**src/rtl/fetch_pkg.sv**
```systemverilog
// rtl/fetch_pkg.sv - shared constants and IF/ID record for the fetch stage
package fetch_pkg;

   localparam int          XLEN             = 32;
   localparam logic [31:0] NOP              = 32'h0000_0013;
   localparam logic [31:0] RESET_PC_DEFAULT = 32'h0000_0000;
   localparam logic [31:0] TRAP_VEC_DEFAULT = 32'h0000_0040;

   typedef struct packed {
      logic            valid;
      logic [XLEN-1:0] inst;
      logic [XLEN-1:0] pc;
      logic [XLEN-1:0] pc4;
   } if_id_t;

endpackage

```
**src/rtl/fetch_pc_reg.sv**
```systemverilog
// rtl/fetch_pc_reg.sv - program counter with next-PC selection; FETCH_MISALIGN_TRAP_EN adds trap vectoring
module fetch_pc_reg
   import fetch_pkg::*;
#(
   parameter logic [31:0] RESET_PC = RESET_PC_DEFAULT
`ifdef FETCH_MISALIGN_TRAP_EN
   ,
   parameter logic [31:0] TRAP_VEC = TRAP_VEC_DEFAULT
`endif
) (
   input  logic        clk,
   input  logic        rst,
   input  logic        load,
   input  logic        redirect_valid,
   input  logic [31:0] redirect_target,
`ifdef FETCH_MISALIGN_TRAP_EN
   output logic        trap_redirect,
`endif
   output logic [31:0] pc
);

   logic [31:0] pc_q;
   logic [31:0] pc_next;

`ifdef FETCH_MISALIGN_TRAP_EN
   logic misaligned;
   assign misaligned    = |redirect_target[1:0];
   assign trap_redirect = redirect_valid && misaligned;
`else
   // Low target bits are dropped by the alignment mask below.
   logic unused_low_bits;
   assign unused_low_bits = ^redirect_target[1:0];
`endif

   always_comb begin
      pc_next = pc_q;
      if (redirect_valid) begin
`ifdef FETCH_MISALIGN_TRAP_EN
         if (misaligned)
            pc_next = {TRAP_VEC[31:2], 2'b00};
         else
            pc_next = {redirect_target[31:2], 2'b00};
`else
         pc_next = {redirect_target[31:2], 2'b00};
`endif
      end else if (load) begin
         pc_next = pc_q + 32'd4;
      end
   end

   always_ff @(posedge clk) begin
      if (rst)
         pc_q <= {RESET_PC[31:2], 2'b00};
      else
         pc_q <= pc_next;
   end

   assign pc = pc_q;

endmodule

```
**src/rtl/fetch_stage.sv**
```systemverilog
// rtl/fetch_stage.sv - RV32I fetch stage: PC, IF/ID register, decode handshake; FETCH_MISALIGN_TRAP_EN adds misalign trap
module fetch_stage
   import fetch_pkg::*;
#(
   parameter logic [31:0] RESET_PC = RESET_PC_DEFAULT,
   parameter logic [31:0] TRAP_VEC = TRAP_VEC_DEFAULT
) (
   input  logic        clk,
   input  logic        rst,
   input  logic        fetch_en,
   output logic [31:0] imem_addr,
   input  logic [31:0] imem_inst,
   input  logic        redirect_valid,
   input  logic [31:0] redirect_target,
   input  logic        id_ready,
   output logic        if_id_valid,
   output logic [31:0] if_id_inst,
   output logic [31:0] if_id_pc,
   output logic [31:0] if_id_pc4
`ifdef FETCH_MISALIGN_TRAP_EN
   ,
   output logic        misalign_trap,
   output logic [31:0] trap_pc
`endif
);

   if_id_t      if_id_q;
   logic [31:0] pc;
   logic        load;

   assign load = fetch_en && (!if_id_q.valid || id_ready);

`ifdef FETCH_MISALIGN_TRAP_EN
   logic trap_redirect;

   fetch_pc_reg #(.RESET_PC(RESET_PC), .TRAP_VEC(TRAP_VEC)) u_pc (
      .clk             (clk),
      .rst             (rst),
      .load            (load),
      .redirect_valid  (redirect_valid),
      .redirect_target (redirect_target),
      .trap_redirect   (trap_redirect),
      .pc              (pc)
   );

   always_ff @(posedge clk) begin
      if (rst) begin
         misalign_trap <= 1'b0;
         trap_pc       <= 32'h0;
      end else begin
         misalign_trap <= trap_redirect;
         if (trap_redirect)
            trap_pc <= redirect_target;
      end
   end
`else
   logic unused_trap_vec;
   assign unused_trap_vec = ^TRAP_VEC;

   fetch_pc_reg #(.RESET_PC(RESET_PC)) u_pc (
      .clk             (clk),
      .rst             (rst),
      .load            (load),
      .redirect_valid  (redirect_valid),
      .redirect_target (redirect_target),
      .pc              (pc)
   );
`endif

   // Redirect flushes even a stalled instruction; execute re-issues the path.
   always_ff @(posedge clk) begin
      if (rst) begin
         if_id_q <= '{valid: 1'b0, inst: NOP, pc: 32'h0, pc4: 32'h0};
      end else if (redirect_valid) begin
         if_id_q.valid <= 1'b0;
         if_id_q.inst  <= NOP;
      end else if (load) begin
         if_id_q.valid <= 1'b1;
         if_id_q.inst  <= imem_inst;
         if_id_q.pc    <= pc;
         if_id_q.pc4   <= pc + 32'd4;
      end else if (!fetch_en && id_ready) begin
         if_id_q.valid <= 1'b0;
      end
   end

   assign imem_addr   = pc;
   assign if_id_valid = if_id_q.valid;
   assign if_id_inst  = if_id_q.inst;
   assign if_id_pc    = if_id_q.pc;
   assign if_id_pc4   = if_id_q.pc4;

endmodule
```
**config.mk**
```make
export PLATFORM = sky130hd
export DESIGN_NAME = fetch_stage
export DESIGN_NICKNAME = d
export VERILOG_FILES = /design/src/rtl/fetch_pkg.sv /design/src/rtl/fetch_pc_reg.sv /design/src/rtl/fetch_stage.sv
export SDC_FILE = /design/constraint.sdc
export NUM_CORES = 1
export LEC_CHECK = 0
export CAP_MARGIN = 15
export CORE_MARGIN = 2
export CORE_UTILIZATION = 47
export CTS_BUF_LIST = sky130_fd_sc_hd__clkbuf_8
export DETAILED_ROUTE_END_ITERATION = 7
export PLACE_DENSITY = 0.82
export SLEW_MARGIN = 30
export SYNTH_ARGS = -nofsm -noshare
export SYNTH_HDL_FRONTEND = slang
export SYNTH_HIERARCHICAL = 1
export SYNTH_SLANG_ARGS = --single-unit
```
**constraint.sdc**
```tcl
create_clock -name clk -period 3 [get_ports clk]
set_input_delay 0.6 -clock clk [delete_from_list [all_inputs] [get_ports clk]]
set_output_delay 0.6 -clock clk [all_outputs]
set_load 0.01 [all_outputs]
```
==> metrics.md, run 1 <==
| Metric | Value |
|---|---|
| Avg WL per Cell | 16.8 µm |
| Io pins | 198 |
| Die width | 116 µm |
| Sequential area share after synthesis | 0.425 |
| Syn Inst Count | 746 |
| Share of the synthesized area in the top cell type | 0.425 |
| PD cells | 467 nW/µm² |
| CP startpoint | u_pc/pc[19] |
| # diodes | 0 |
| Initial antenna violation count | 0 |
| Vias in the first global route | 5,491 |
| Top cells by area, synth | dfxtp_1 (42%), nand2_1 (10%), a21oi_1 (6.5%), nor2_1 (3.5%), a211oi_1 (3.4%) |
| Crit-path max FO | 14 |
| Gr usage total | 0.272 |
| Initial DRC count | 663 |
| Max VDD drop | 0.000302 V |
| Root Buffer | clkbuf_8 |
| Count of input and output buffers | 193 |
| Flip-flop and latch area | 2500 µm² |
| Floorplan Core Area | 12,100 µm² |
| Fillers | 1,020 |
| Tcrit/Tclk final | 0.817 |
| Die ar. | 13,500 µm² |
| Tmin final | 2.45 ns |
| Main synth FF type | dfxtp_1 |
| Async set-reset flop share out of synthesis | 0 |
| Clock Path Buffers | 2 |
| ANT nets after route | 0 |
| Rows | 40 |
| Startpoint Class | flop |
| Clock slew at reported path FFs | 0.07 ns |
| Yosys warning count | 6 |
| WP data arrival | 1.85 ns |
| Global-route wire length before repair | 28,500 µm |
| Detail Placement HPWL | 12,700 µm |
| LEAKAGE | 2.87 nW |
| Synth-to-layout area growth | 42.2% |
| Tightest Pin Transition | 0.753 ns |
| Min-Delay Path Class | reg -> reg |
| Util after Layout | 0.692 |
| Number of synthesized flops with an enable pin | 0 |
| Hold Buf Count CTS | 0 |
| Largest net degree at the start of global routing | 63 |
| Mapped cell area | 5890 µm² |
| Max-Cap Viols | 0 |
| Final Hold Viols | 0 |
| Sw frac | 0.276 |
| CP delay by family, top | flip-flops |
| Setup TNS | 0 ns |
| First drt pass iteration count | 5 |
| RSZ-0062 raised after global routing | false |
| R2R Path Start | u_pc/pc[7] |
| CP max stage cell | dfxtp_1 |
| FMAX | 0.408 GHz |
| Clock share of power | 0.368 |
| CP Buf/Inv Count | 1 |
| CTS sink cnt | 125 |
| Cts repair resizes | 0 |
| Inst Count DP | 1,077 |
| Critical path type | reg -> out |
| Most common cell in the netlist | nand2_1 |
| Seq pwr share | 0.475 |
| Die H | 116 µm |
| Synth top cells by count | nand2_1 (159), dfxtp_1 (125), a21oi_1 (76) |
| Clk_lat worst skew | 0.45 ns |
| TritonCTS buffer count | 17 |
| Gate power share | 0.157 |
| Switch Pwr | 1.08 mW |
| Final cell count without fillers | 1,107 |
| Initial core utilization | 0.487 |
| DRC viols | 0 |
| Vias/cell | 5.72 |
| Multi-input gate area | 3110 µm² |
| Setup Buffers After CTS | 0 |
| Power Internal | 2.83 mW |
| Yosys reg bits | 125 |
| Outcome | completed |
| Cell Chain, Critical Path | clkdlybuf4s50_1 |
| Crit-path max cell delay | 0.74 ns |
| CP Data Required Time | 2.40 ns |
| GPL Wtd Cong | 0.851 |
| Fin. max-slew vios | 0 |
| CP Capture Type | output port |
| Relative slew margins | 0.493 |
| Via Count | 6,337 |
| Largest area contributor in the netlist | dfxtp_1 |
| Hold path startpoint | if_id_pc[12] |
| Setup Viol. Count Final | 0 |
| Yosys cell types | 61 |
| Fin Clk Skew | 0.00748 ns |
| Layout Nets | 999 |
| Layout cell share with drive strength beyond 1 | 0.0777 |
| Syn_area_per_cell | 7.90 µm² |
| Grt total ovfl | 0 |
| Final Power | 3.91 mW |
| Post-Route WL | 18,600 µm |
| CTS tree | done |
| Htree depth | 4 |
[layout by cell type (no fill, tap or decap), types with 3 or more instances in the layout]
master,n
or3_1,6
a31oi_1,3
a211oi_1,27
nor4_1,17
o31ai_1,7
clkdlybuf4s50_1,192
o211ai_1,3
nor3b_1,7
nor2b_1,3
nor2_1,55
clkbuf_8,19
inv_1,11
a311oi_1,18
buf_4,25
or4_1,8
o21ai_0,8
nand4_1,28
clkinv_2,4
and4_1,10
nand3_1,24
clkinvlp_4,3
xnor2_1,13
and2_1,5
a2111oi_0,3
xor2_1,10
nand2_1,159
a21oi_1,76
and3_1,14
nor4b_1,4
nor3_1,9
dfxtp_1,125
[per-stage QoR]
| step | setup slack (ns) | cell area [µm²] | hold WS [ns] |
|---|---|---|---|
| 2_1_floorplan | 0.271 | 5900 | 0.481 |
| 3_3_place_gp | 0.351 | 8000 | 0.441 |
| 3_5_place_dp | 0.325 | 8000 | 0.446 |
| 4_1_cts | 0.558 | 8380 | 0.456 |
| 5_1_grt | 0.461 | 8380 | 0.470 |
| 6_report | 0.549 | 8380 | 0.453 |
[final timing paths]
| path | to | slack (ns) | cells after the start |
|---|---|---|---|
| worst max-delay path | imem_addr[19] | 0.55 | 1 |
| worst min-delay path | if_id_pc[12] | 0.45 | 2 |
| worst max register to register | u_pc/pc[23] | 0.58 | 4 |
| worst min register to register | if_id_pc[12] | 0.45 | 2 |
[power groups by stage]
| stage | Combinational (mW) | Clock (mW) | Sequential, mW |
|---|---|---|---|
| 2_1_floorplan | 0.236 | 0 | 1.90 |
| 3_3_place_gp | 0.602 | 0 | 1.89 |
| 3_5_place_dp | 0.609 | 0 | 1.89 |
| 4_1_cts | 0.613 | 1.45 | 1.85 |
| 5_1_grt | 0.666 | 1.52 | 1.87 |
| 6_report | 0.616 | 1.44 | 1.86 |
[final cells by class]
type,count,share of cell area
well taps,168,0.0251
flip-flops and latches,125,0.299
clock buffers,19,0.0312
clock inverters,11,0.0143
inverters,12,0.00537
multi-input cells,554,0.371
repair buffers,218,0.254
[sequential cells by signal, summed over array words and instances, names as in the netlist]
name,cells
if_id_inst,32
if_id_pc,32
if_id_pc4,30
u_pc/pc,30
if_id_valid,1
[logic make-up (layout without fill, tap and decap cells)]
family | after synthesis | in the layout | share of synthesized area
buffers and inverters | 68 | 260 | 0.0484
muxes | 1 | 1 | 0.00170
xor gates and xnor gates | 23 | 23 | 0.0342
other | 1 | 2 | 0.000636
AOI/OAI and AO/OA | 157 | 157 | 0.172
DFF | 125 | 125 | 0.425
adders and majority gates | 2 | 2 | 0.00424
and+or+nand+nor | 369 | 369 | 0.314
[routing by layer]
metal  vias to the layer above  track usage  routed length [µm]
met2                       308        0.427                8920
met1                      2938        0.364                7820
met4                         0        0.113                 531
li1                       3048            -                   -
met3                        43       0.0607                1310
met5                         -            0                   0
(Power assumes the default switching activity.)
==> run 2, diff against run 1 <==
==> constraint.sdc (replaced) <==
create_clock -name clk -period 2.5 [get_ports clk]
set_input_delay 0.5 -clock clk [delete_from_list [all_inputs] [get_ports clk]]
set_output_delay 0.5 -clock clk [all_outputs]
set_load 0.01 [all_outputs]
==> metrics.md, run 2 (synthesis gave the netlist of run 1 again) <==
| Metric | Value |
|---|---|
| Outcome | completed |
| R2R depth | 4 |
| PD cells | 575 nW/µm² |
| Floorplan Core Area | 12,100 µm² |
| Fin Clk Skew | 0.0117 ns |
| WHS Endpoint | if_id_inst[0] |
| Clock Path Buffers | 2 |
| # diodes | 0 |
| Relative slew margins | 0.596 |
| Synth-to-layout area growth | 47.0% |
| Cts repair resizes | 0 |
| LEAKAGE | 3.05 nW |
| Initial antenna violation count | 0 |
| Final Hold Slack | 0.351 ns |
| Htree depth | 4 |
| Util after Layout | 0.716 |
| Global-route wire length before repair | 29,500 µm |
| Hold Buf Count CTS | 0 |
| Count of input and output buffers | 193 |
| Crit-path max FO | 6 |
| DRC viols | 0 |
| Clock slew at reported path FFs | 0.07 ns |
| Startpoint Class | flop |
| Tcrit/Tclk final | 0.939 |
| Setup Buffers After CTS | 0 |
| Max VDD drop | 0.000432 V |
| Layout Nets | 1,027 |
| TritonCTS buffer count | 17 |
| CP Data Required Time | 2.00 ns |
| Tmin final | 2.35 ns |
| CP max stage cell | dfxtp_1 |
| Setup Viol. Count Final | 0 |
| Crit-path max cell delay | 0.62 ns |
| Clk_lat worst skew | 0.44 ns |
| Reg2reg setup slack | 0.25 ns |
| Final instance area | 8670 µm² |
| ANT nets after route | 0 |
| Final Power | 4.99 mW |
| Worst Hold Depth | 3 |
| Flip-flop and latch area | 2500 µm² |
| CTS tree | done |
| Tightest Pin Transition | 0.605 ns |
| Initial core utilization | 0.487 |
| Via Count | 6,448 |
| Vias in the first global route | 5,847 |
| First drt pass iteration count | 6 |
| Io pins | 198 |
| Critical path type | reg -> out |
| RSZ-0062 raised after global routing | false |
| Avg WL per Cell | 16.7 µm |
| CP startpoint | u_pc/pc[6] |
| GPL Wtd Cong | 0.904 |
| Hold path startpoint | rst |
| Die ar. | 13,500 µm² |
| Detail Placement HPWL | 13,400 µm |
| Grt total ovfl | 0 |
| CP Capture Type | output port |
| Die width | 116 µm |
| Post-Route WL | 19,000 µm |
| Gr usage total | 0.280 |
| Fillers | 971 |
| Multi-input gate area | 3110 µm² |
| CTS sink cnt | 125 |
| Root Buffer | clkbuf_8 |
| WP data arrival | 1.85 ns |
| Vias/cell | 5.67 |
| Final Hold Viols | 0 |
| CP delay by family, top | buffers and inverters |
| Setup TNS | 0 ns |
| Die H | 116 µm |
| Rows | 40 |
| Cell Chain, Critical Path | buf_4 -> clkdlybuf4s50_1 |
| CP Buf/Inv Count | 2 |
| Commonest non-fill, non-tap cell in the layout | clkdlybuf4s50_1 |
| Initial DRC count | 707 |
| Min-Delay Path Class | in -> reg |
| Fin. max-slew vios | 0 |
| R2R Path Start | u_pc/pc[6] |
| Placed inst area | 8220 µm² |
| Worst reg2reg endpoint | u_pc/pc[23] |
| Max-Cap Viols | 0 |
| Largest net degree at the start of global routing | 55 |
| Commonest non-fill, non-tap cells in the layout | clkdlybuf4s50_1 (192), nand2_1 (159), dfxtp_1 (125) |
| FMAX | 0.426 GHz |
| Layout cell share with drive strength beyond 1 | 0.105 |
## run 2: metal layers
layer / vias up / global-route usage / routed length [µm]
met5: - / 0 / 0
met4: 0 / 0.120 / 539
met3: 53 / 0.0570 / 1450
met2: 323 / 0.467 / 9320
met1: 2973 / 0.351 / 7670
li1: 3099 / - / -
## run 2: stage by stage
step,std cells,setup WS (ns)
detailed placement,1105,-0.0443
floorplan,747,0.0310
CTS,1137,0.168
global route,1137,0.118
finish,1137,0.153
global placement,1105,0.0335
## run 2: power by group
group | switching (mW) | internal [mW]
registers | 0.106 | 2.09
logic | 0.394 | 0.418
clock network | 0.876 | 1.10
## run 2: final cells by class
type / count / share of cell area
Clock buffer: 17 / 0.0270
Tap cell: 168 / 0.0243
Sequential cell: 125 / 0.289
Clock inverter: 15 / 0.0244
Inverter: 12 / 0.00520
Multi-Input combinational cell: 554 / 0.359
Timing Repair Buffer: 246 / 0.271
## run 2: worst max path at each step
stage | to | slack [ns] | cells after the start
after CTS | imem_addr[6] | 0.17 | 2
after detailed placement | u_pc/pc[21] | -0.04 | 8
final | imem_addr[6] | 0.15 | 2
after global placement | u_pc/pc[17] | 0.03 | 8
after floorplan | u_pc/pc[16] | 0.03 | 9
after global routing | u_pc/pc[21] | 0.12 | 8
## run 2: worst reg2reg max path, delay by kind of cell, from the launching register on
family	cells	cell delay, ns
flip-flops	1	0.62
AND/OR/NAND/NOR	4	1.57
